--- config.mk ---
export PLATFORM = sky130hd
export DESIGN_NAME = stim_packet_rx_flat
export DESIGN_NICKNAME = d
export VERILOG_FILES = /design/src/rtl/hh_pkg.sv /design/src/rtl/stim_packet_rx_if.sv /design/src/rtl/stim_fifo.sv /design/src/rtl/stim_packet_rx.sv /design/src/flat_wrapper.sv
export SDC_FILE = /design/constraint.sdc
export NUM_CORES = 1
export LEC_CHECK = 0
export CAP_MARGIN = 30
export CELL_PAD_IN_SITES_DETAIL_PLACEMENT = 0
export CELL_PAD_IN_SITES_GLOBAL_PLACEMENT = 1
export CORE_MARGIN = 3
export CORE_UTILIZATION = 48
export CTS_CLUSTER_SIZE = 8
export DETAILED_ROUTE_END_ITERATION = 12
export PLACE_DENSITY = 0.79
export SYNTH_ARGS = -nofsm -noshare
export SYNTH_HDL_FRONTEND = slang
export SYNTH_SLANG_ARGS = --single-unit
--- constraint.sdc ---
create_clock -name clk -period 3.5 [get_ports clk]
set_clock_uncertainty 0.1 [all_clocks]
set_input_delay 0.35 -clock clk [delete_from_list [all_inputs] [get_ports clk]]
set_output_delay 0.35 -clock clk [all_outputs]
set_load 0.005 [all_outputs]
--- src/rtl/hh_pkg.sv ---
// Shared definitions for the HH/STDP neuron chip input path.
// Holds the datapath width, header constant, frame FSM encoding and FIFO entry layout.
// Imported by the stimulus receiver and its FIFO.
package hh_pkg;

  // Neuron datapath word width and its fractional bit count.
  localparam int WIDTH        = 16;
  localparam int DECIMAL_BITS = 8;

  // Upper nibble that marks a valid frame header byte.
  localparam logic [3:0] HDR_NIBBLE = 4'hA;

  // Frame FSM state encoding.
  typedef logic [1:0] frame_state_t;
  localparam frame_state_t ST_IDLE    = 2'd0;
  localparam frame_state_t ST_WAIT_HI = 2'd1;
  localparam frame_state_t ST_WAIT_LO = 2'd2;

  // One queued stimulus: repeat count (offered hold+1 times) and current word.
  typedef struct packed {
    logic [3:0]       hold;
    logic [WIDTH-1:0] cur;
  } stim_entry_t;

endpackage

--- src/rtl/stim_packet_rx_if.sv ---
// Valid/ready stimulus current channel from the receiver to the first neuron.
// The receiver is the master and drives data/valid; the neuron drives ready.
// A word transfers on any cycle where valid and ready are both high.
interface stim_packet_rx_if #(
  parameter int WIDTH = 16
) ();

  logic [WIDTH-1:0] cur_data;
  logic             cur_valid;
  logic             cur_ready;

  modport master (output cur_data, output cur_valid, input cur_ready);
  modport slave  (input cur_data, input cur_valid, output cur_ready);

endinterface

--- src/rtl/stim_fifo.sv ---
// Synchronous FIFO of stimulus entries, DEPTH entries (power of two, at least 2).
// Read data is the head entry combinationally; writes land one cycle after push.
// Push while full is accepted only if a pop happens in the same cycle.
module stim_fifo
  import hh_pkg::*;
#(
  parameter int DEPTH = 4
) (
  input  logic                   clk,
  input  logic                   rst_n,
  input  logic                   push,
  input  stim_entry_t            push_dat,
  input  logic                   pop,
  output stim_entry_t            pop_dat,
  output logic                   full,
  output logic                   empty,
  output logic [$clog2(DEPTH):0] level
);

  localparam int AW = $clog2(DEPTH);
  localparam logic [AW:0] FULL_CNT = (AW+1)'(DEPTH);

  stim_entry_t       mem [DEPTH];
  logic [AW-1:0]     wr_ptr;
  logic [AW-1:0]     rd_ptr;
  logic [AW:0]       cnt;
  logic              push_ok;
  logic              pop_ok;

  assign full    = (cnt == FULL_CNT);
  assign empty   = (cnt == '0);
  assign pop_ok  = pop && !empty;
  assign push_ok = push && (!full || pop_ok);
  assign pop_dat = mem[rd_ptr];
  assign level   = cnt;

  // Storage write; contents need no reset since occupancy gates every read.
  always_ff @(posedge clk) begin
    if (push_ok) begin
      mem[wr_ptr] <= push_dat;
    end
  end

  // Pointer and occupancy bookkeeping.
  always_ff @(posedge clk) begin
    if (!rst_n) begin
      wr_ptr <= '0;
      rd_ptr <= '0;
      cnt    <= '0;
    end else begin
      if (push_ok) wr_ptr <= wr_ptr + 1'b1;
      if (pop_ok)  rd_ptr <= rd_ptr + 1'b1;
      case ({push_ok, pop_ok})
        2'b10:   cnt <= cnt + 1'b1;
        2'b01:   cnt <= cnt - 1'b1;
        default: cnt <= cnt;
      endcase
    end
  end

endmodule

--- src/rtl/stim_packet_rx.sv ---
// Receives 3-byte stimulus frames from the strobed pad bus and offers them to the neuron.
// Latency: last byte event to FIFO write 1 cycle, to cur_valid 2 cycles when output is idle.
// Backpressure: holds data while cur_ready is low; frames arriving with a full FIFO are dropped (sticky overflow).
module stim_packet_rx
  import hh_pkg::*;
#(
  parameter int WIDTH   = hh_pkg::WIDTH,
  parameter int DEPTH   = 4,
  parameter int TIMEOUT = 1024
) (
  input  logic                   clk,
  input  logic                   rst_n,
  input  logic [7:0]             byte_in,
  input  logic                   byte_stb,
  stim_packet_rx_if.master       stim,
  output logic                   overflow,
  output logic [7:0]             err_cnt,
  output logic [$clog2(DEPTH):0] fifo_level
);

  localparam int TW = $clog2(TIMEOUT);
  localparam logic [TW-1:0] TMO_LAST = TW'(TIMEOUT - 1);

  // Strobe synchronizer: [0],[1] are the two sync flops, [2] is the edge-detect delay.
  logic [2:0]   stb_sync;
  logic         byte_evt;

  frame_state_t state;
  logic [3:0]   hold_r;
  logic [7:0]   hi_r;
  logic [TW-1:0] tmo_cnt;
  logic         timeout;
  logic         bad_hdr;
  logic         frame_push;
  stim_entry_t  push_dat;

  stim_entry_t  pop_dat;
  logic         fifo_full;
  logic         fifo_empty;
  logic         fifo_pop;

  logic [WIDTH-1:0] cur_data_r;
  logic             cur_valid_r;
  logic [3:0]       rep_cnt;
  logic             hs;
  logic             retire;

  // Bring the asynchronous pad strobe into the clock domain.
  always_ff @(posedge clk) begin
    if (!rst_n) begin
      stb_sync <= '0;
    end else begin
      stb_sync <= {stb_sync[1:0], byte_stb};
    end
  end

  assign byte_evt = stb_sync[1] & ~stb_sync[2];

  // Frame decode: timeout wins over a byte arriving on the same cycle.
  always_comb begin
    timeout       = (state != ST_IDLE) && (tmo_cnt == TMO_LAST);
    bad_hdr       = (state == ST_IDLE) && byte_evt && (byte_in[7:4] != HDR_NIBBLE);
    frame_push    = (state == ST_WAIT_LO) && byte_evt && !timeout;
    push_dat      = '0;
    push_dat.hold = hold_r;
    push_dat.cur  = {hi_r, byte_in};
  end

  // Frame FSM with inter-byte timeout; a timed-out partial frame is discarded.
  always_ff @(posedge clk) begin
    if (!rst_n) begin
      state   <= ST_IDLE;
      hold_r  <= '0;
      hi_r    <= '0;
      tmo_cnt <= '0;
    end else if (timeout) begin
      state   <= ST_IDLE;
      tmo_cnt <= '0;
    end else begin
      case (state)
        ST_IDLE: begin
          tmo_cnt <= '0;
          if (byte_evt && (byte_in[7:4] == HDR_NIBBLE)) begin
            hold_r <= byte_in[3:0];
            state  <= ST_WAIT_HI;
          end
        end
        ST_WAIT_HI: begin
          if (byte_evt) begin
            hi_r    <= byte_in;
            tmo_cnt <= '0;
            state   <= ST_WAIT_LO;
          end else begin
            tmo_cnt <= tmo_cnt + 1'b1;
          end
        end
        ST_WAIT_LO: begin
          if (byte_evt) begin
            tmo_cnt <= '0;
            state   <= ST_IDLE;
          end else begin
            tmo_cnt <= tmo_cnt + 1'b1;
          end
        end
        default: begin
          tmo_cnt <= '0;
          state   <= ST_IDLE;
        end
      endcase
    end
  end

  // Saturating count of rejected headers and inter-byte timeouts.
  always_ff @(posedge clk) begin
    if (!rst_n) begin
      err_cnt <= '0;
    end else if ((bad_hdr || timeout) && (err_cnt != 8'hFF)) begin
      err_cnt <= err_cnt + 1'b1;
    end
  end

  // Sticky flag for a completed frame that found no room in the FIFO.
  always_ff @(posedge clk) begin
    if (!rst_n) begin
      overflow <= 1'b0;
    end else if (frame_push && fifo_full && !fifo_pop) begin
      overflow <= 1'b1;
    end
  end

  stim_fifo #(
    .DEPTH (DEPTH)
  ) u_fifo (
    .clk      (clk),
    .rst_n    (rst_n),
    .push     (frame_push),
    .push_dat (push_dat),
    .pop      (fifo_pop),
    .pop_dat  (pop_dat),
    .full     (fifo_full),
    .empty    (fifo_empty),
    .level    (fifo_level)
  );

  // Output stage: refill whenever empty or retiring, so back-to-back entries stream without gaps.
  assign hs       = cur_valid_r && stim.cur_ready;
  assign retire   = hs && (rep_cnt == 4'd0);
  assign fifo_pop = !fifo_empty && (!cur_valid_r || retire);

  // Load, repeat and retire the offered stimulus word.
  always_ff @(posedge clk) begin
    if (!rst_n) begin
      cur_data_r  <= '0;
      cur_valid_r <= 1'b0;
      rep_cnt     <= '0;
    end else if (fifo_pop) begin
      cur_data_r  <= pop_dat.cur;
      rep_cnt     <= pop_dat.hold;
      cur_valid_r <= 1'b1;
    end else if (retire) begin
      cur_valid_r <= 1'b0;
    end else if (hs) begin
      rep_cnt <= rep_cnt - 1'b1;
    end
  end

  assign stim.cur_data  = cur_data_r;
  assign stim.cur_valid = cur_valid_r;

endmodule

--- src/flat_wrapper.sv ---
// flat-port wrapper written by rule: the top's interface ports become plain ports
module stim_packet_rx_flat import hh_pkg::*;
#(
  parameter int WIDTH   = hh_pkg::WIDTH,
  parameter int DEPTH   = 4,
  parameter int TIMEOUT = 1024
)
  (clk, rst_n, byte_in, byte_stb, overflow, err_cnt, fifo_level, stim_cur_data, stim_cur_valid, stim_cur_ready);
  stim_packet_rx_if #(.WIDTH(WIDTH)) stim_i ();
  input  logic clk;
  input  logic rst_n;
  input  logic [7:0] byte_in;
  input  logic byte_stb;
  output logic overflow;
  output logic [7:0] err_cnt;
  output logic [$clog2(DEPTH):0] fifo_level;
  output wire logic [$bits(stim_i.cur_data)-1:0] stim_cur_data;
  output wire logic [$bits(stim_i.cur_valid)-1:0] stim_cur_valid;
  input wire logic [$bits(stim_i.cur_ready)-1:0] stim_cur_ready;
  assign stim_cur_data = stim_i.cur_data;
  assign stim_cur_valid = stim_i.cur_valid;
  assign stim_i.cur_ready = stim_cur_ready;
  stim_packet_rx #(.WIDTH(WIDTH), .DEPTH(DEPTH), .TIMEOUT(TIMEOUT)) u_core (.clk(clk), .rst_n(rst_n), .byte_in(byte_in), .byte_stb(byte_stb), .stim(stim_i), .overflow(overflow), .err_cnt(err_cnt), .fifo_level(fifo_level));
endmodule
-- Word-level counts from Yosys, hierarchy flattened
Memory sizes are Yosys's and may differ from the RTL's. A register that Yosys moved wholly into a read port is not among the register bits.
Cells that the tools add are included.
W data, S select, Z words.
- bits in registers: 64
- memory bits (writable): 80
- input port bits: 12
- output and inout port bits: 29
- memories kept: 1
- memory list (memory ; words ; bits a word ; rd ports ; clocked after memory_dff ; write ports ; line ; source):
    u_core.u_fifo.mem ; 4 ; 20 ; 1 ; 1 ; 1 ; stim_fifo.sv:23 ; stim_entry_t mem [DEPTH];
- add/subtract/negate cells: 7
- eq/ne operators: 13
- muxes and demuxes: 14
- bitwise gates (word level): 5
- reductions and logical operators: 36
- operators by type and width (kind ; count):
    $logic_and A1 B1 Y1 ; 14
    $mux W4 ; 3
    $add A10 B1 Y10 const B ; 1
    $eq A10 B10 Y1 const B ; 1
    $mux W2 ; 5
    $reduce_and A3 Y1 ; 3
    $add A8 B1 Y8 const B ; 1
    $ne A8 B8 Y1 const B ; 1
    $reduce_bool A2 Y1 ; 4
    $ne A2 B1 Y1 const B ; 3
    $pmux W2 S3 ; 1
    $pmux W3 S2 ; 1
    $logic_not A1 Y1 ; 5
    $add A2 B1 Y2 const B ; 2
    $eq A2 B1 Y1 const B ; 2
    $eq A2 B2 Y1 const B ; 2
    $eq A4 B4 Y1 const B ; 1
    $logic_not A4 Y1 ; 1
    $mux W1 ; 4
    $ne A4 B4 Y1 const B ; 1
    $not A1 Y1 ; 4
    $reduce_or A2 Y1 ; 2
    $reduce_or A4 Y1 ; 1
    $sub A4 B1 Y4 const B ; 1
    other kinds (9) ; 11

-- Depth between registers and ports, before layout
- depth after elaboration: 9
- depth in mapped cells: 11
- depth with buffers taken out: 10

-- Cells and area by module
Synthesis repeated with hierarchy kept, for this count alone.
- cell total of the unflattened synthesis: 445
- area total of the unflattened synthesis: 5809.3 um^2
- by module, submodules not included (module ; instances ; cells an instance ; area an instance (um^2) ; seq. area each (um^2)):
    stim_fifo ; 1 ; 168 ; 3425.8 ; 2582.5
    stim_packet_rx ; 1 ; 277 ; 2383.5 ; 1141.1

-- Worst setup path before layout
Ideal clock, no wire load.
- kind: flip-flop to flip-flop
- from: reg u_core.state[0]
- to: reg u_core.u_fifo.cnt[2] (netlist: u_core.u_fifo.level[2])
- library setup time: 121 ps
- arrival time: 2457 ps
- required time: 3279 ps
- path slack: 821 ps
- stages on the path, launching flop included: 12
- buffers on the path: 2
- clock period less this slack: 2679 ps
- path through: dfxtp_1 > inv_1 > ha_1 > clkbuf_1 > or4_4 > buf_6 > a31oi_4 > inv_1 > fa_1 > nor2_1 > a22oi_2 > mux2i_1
- cells in the longest elaborated chain, start to end: 7
- elaborated cells between the ends (all ways): 11
- ends and longest elaborated chain (element ; line ; source):
    from (decl) ; stim_packet_rx.sv:28 ; frame_state_t state;
    from (signal assigned) ; stim_packet_rx.sv:72 ; state <= ST_IDLE;
    from (signal assigned) ; stim_packet_rx.sv:77 ; state <= ST_IDLE;
    from (signal assigned) ; stim_packet_rx.sv:85 ; state <= ST_WAIT_HI;
    $reduce_bool A2 Y1 ; stim_packet_rx.sv:61 ; timeout = (state != ST_IDLE) && (tmo_cnt == TMO_LAST);
    $logic_and A1 B1 Y1 ; stim_packet_rx.sv:61 ;
    $logic_not A1 Y1 ; stim_packet_rx.sv:63 ; frame_push = (state == ST_WAIT_LO) && byte_evt && !timeout;
    $logic_and A1 B1 Y1 * ; stim_packet_rx.sv:63 ;
    $logic_and A1 B1 Y1 * ; stim_fifo.sv:33 ; assign push_ok = push && (!full || pop_ok);
    $eq A2 B1 Y1 or $eq A2 B2 Y1 (tied branches) ; stim_fifo.sv:53 ; case ({push_ok, pop_ok})
    $pmux W3 S2 or $reduce_bool A2 Y1 (tied branches) ; - ;
    to (signal assigned) ; stim_fifo.sv:54 ; 2'b10: cnt <= cnt + 1'b1;
    to (signal assigned) ; stim_fifo.sv:55 ; 2'b01: cnt <= cnt - 1'b1;
    to (signal assigned) ; stim_fifo.sv:56 ; default: cnt <= cnt;
    to (decl) ; stim_fifo.sv:26 ; logic [AW:0] cnt;
Every way passes the cells marked *; elsewhere a longest branch is shown, timed or not.
A chain may end at the register's enable or synchronous reset.

-- Worst setup path after layout
Ends and elaborated chain as after synthesis.

==> results.json <==
{
  "cts_made_buffers": 17,
  "path_max_fanout": 10,
  "seq_area_um2": 3720,
  "routabilityCongestion": 0.738,
  "ys_async_sr_fraction": 0,
  "p_per_area_nw_per_um2": 720,
  "critPathLaunchType": "flop",
  "syn_nets": 451,
  "drc": 0,
  "num_antenna_cells": 0,
  "synth-edff-count": 80,
  "pwr-share-clk": 0.331,
  "fmax_ghz": 0.363,
  "setup_viol": 0,
  "cts_setup_buffers": 0,
  "cts_tree": "done",
  "hold_class": "flop to flop",
  "clk_root_buffer_cell": "clkbuf_16",
  "core_um2": 11600,
  "die_area_um2": 13300,
  "ant_nets": 0,
  "grt_max_degree": 27,
  "areaGrowthSynthToFinish_pct": 19.9,
  "dr_total_vias": 3405,
  "yosysTopAreaCell": "edfxtp_1",
  "clock_path_buffers": 2,
  "worstPathCellList": "inv_1 -> ha_1 -> or4_4 -> a31oi_4 -> inv_1 -> fa_1 -> nor2_1 -> a22oi_2 -> mux2i_1",
  "critPathTopFamily": "simple AND/OR/NAND/NOR gates",
  "wirelength_um": 10500,
  "tightestPinTransition_ns": 0.754,
  "multi_input_area_um2": 1880,
  "grt_first_pass_wirelength_um": 17400,
  "fin_crit_sh": 0.787,
  "worstSkewPairLatency_ns": 0.42,
  "drv_cap": 0,
  "cts_max_level": 4,
  "rows": 39,
  "fillers": 899,
  "combPwrFrac": 0.254,
  "grt_pass1_vias": 3372,
  "synth_area_um2": 5740,
  "p_leak_nw": 2.38,
  "p_int_mw": 3.50,
  "numClockSinks": 146,
  "nNetsFinal": 504,
  "firstDrtPassIters": 5,
  "io_buffers": 40,
  "yosysTopAreaCellShare": 0.418,
  "crit_arrival_ns": 2.96,
  "vdd_drop_max_mv": 0.432,
  "ios": 41,
  "cp.required_ns": 3.71,
  "cp_num_buf_inv": 2,
  "p_sw_frac": 0.294,
  "relSlewSlack": 0.494,
  "seqPwrFrac": 0.415,
  "fin_ws_ns": 0.746,
  "synth_cell_types": 44,
  "critPathMostFrequentCell": "inv_1",
  "cts_hold_buf": 0,
  "cpPeakStageDelay_ns": 0.69,
  "drive_gt1_frac": 0.144,
  "tns_ns": 0,
  "grt_usage": 0.176,
  "status": "completed",
  "ys_top_cells_by_area": "edfxtp_1, dfxtp_1, mux4_2, nand2_1, nor2_1",
  "dpl.hpwl_um": 6790,
  "synth_flop_cell": "edfxtp_1",
  "initial_core_util": 0.497,
  "dieHeight_um": 115,
  "p_switching_mw": 1.46,
  "ys_ff_latch": 146,
  "final_hold_viol_count": 0,
  "report.final.slew_viol_count": 0,
  "syn_avg_cell_area_um2": 13.5,
  "die_width_um": 115,
  "synth-warning-count": 0,
  "post-route-min-period_ns": 2.75,
  "critical_path_class": "flop to flop",
  "dr.first_iter.drc_count": 228,
  "vias_per_cell": 5.36,
  "rsz0062_at_grt": "no",
  "cts_resized": 0,
  "critPathSlowestCell": "or4_4",
  "wl_per_cell_um": 16.5,
  "overflow": 0,
  "endpoint_kind": "flop",
  "synthCells": 426,
  "antenna_found_initial": 0,
  "dp_worst_setup_slack_ns": 0.567,
  "yosysSeqAreaShare": 0.648,
  "clkTransAtPathRegs_ns": 0.06
}
## area by class of cell
class | instances | area share
clock buffer | 20 | 0.0649
timing repair buffer | 51 | 0.0730
inverter | 14 | 0.00763
multi-input combinational | 249 | 0.273
tap | 143 | 0.0260
sequential | 146 | 0.541
clock inverter | 12 | 0.0144
## per-layer routing
layer / part of all wire / global-route usage / wire length (um)
met5: 0 / 0 / 0
met4: 0.0079 / 0.0610 / 83
met3: 0.051 / 0.0568 / 535
met2: 0.49 / 0.270 / 5120
met1: 0.45 / 0.237 / 4710
## cell usage after synthesis, drive strengths merged, types with 2 or more instances
cell,instances
and4,3
nand2b,5
ha,12
dfxtp,66
buf,6
nand3,14
nand2,52
and2,7
mux4,20
inv,13
a211oi,6
nand4,4
and3,2
xor2,5
nor2,43
a21oi,28
o21ai,2
nor3,3
edfxtp,80
mux2i,16
clkbuf,11
xnor2,13
## registers in the layout (all words and copies together) (netlist names), named ones only
register,cells
u_core.overflow,1
u_core.hi_r,8
u_core.u_fifo.level,3
u_core.tmo_cnt,10
u_core.hold_r,4
u_core.u_fifo.mem,80
u_core.err_cnt,8
u_core.u_fifo.wr_ptr,2
u_core.rep_cnt,4
u_core.stb_sync,3
u_core.state,2
u_core.stim.cur_data,16
u_core.stim.cur_valid,1
u_core.u_fifo.rd_ptr,2
## cell usage in the layout (no fill, tap or decap), types with 16 or more instances in the layout
cell type,synthesis,layout
mux2i_1,16,16
dfxtp_1,66,66
mux4_2,20,20
a21oi_1,26,26
nand2_1,52,52
clkbuf_16,0,17
edfxtp_1,80,80
nor2_1,43,43
clkdlybuf4s50_1,0,40
## worst paths after layout
| check | from | endpoint | slack, ns | cells past startpoint |
|---|---|---|---|---|
| setup / recovery | u_core.state[0] | u_core.u_fifo.level[2] | 0.75 | 9 |
| hold / removal | u_core.stb_sync[0] | u_core.stb_sync[1] | 0.34 | 1 |
| setup reg to reg | u_core.state[0] | u_core.u_fifo.level[2] | 0.75 | 9 |
| hold reg to reg | u_core.stb_sync[0] | u_core.stb_sync[1] | 0.34 | 1 |
## cell families after synthesis
| kind of cell | share of synthesized area |
|---|---|
| fa+ha+maj | 0.0296 |
| buf+inv | 0.0237 |
| simple gates | 0.113 |
| compound gates | 0.0516 |
| flops | 0.648 |
| xor+xnor | 0.0275 |
| mux | 0.106 |
## power groups by stage
| stage | Sequential, mW | Combinational, mW | Clock, mW |
|---|---|---|---|
| 2_1_floorplan | 2.08 | 0.811 | 0 |
| 3_3_place_gp | 2.11 | 1.20 | 0 |
| 3_5_place_dp | 2.12 | 1.23 | 0 |
| 4_1_cts | 2.08 | 1.24 | 1.68 |
| 5_1_grt | 2.08 | 1.40 | 1.75 |
| 6_report | 2.06 | 1.26 | 1.64 |
## stage by stage
| step | area (um^2) | utilization | total power [mW] | hold WS, ns | cells |
|---|---|---|---|---|---|
| finish | 6890 | 0.595 | 4.96 | 0.339 | 635 |
| detailed placement | 6310 | 0.546 | 3.35 | 0.328 | 602 |
| CTS | 6860 | 0.593 | 5.00 | 0.345 | 634 |
| global placement | 6310 | 0.546 | 3.31 | 0.325 | 602 |
| floorplan | 5740 | - | 2.89 | 0.312 | 426 |
| global route | 6890 | 0.595 | 5.23 | 0.365 | 635 |
No activity file was read; power rests on OpenSTA's default activity.
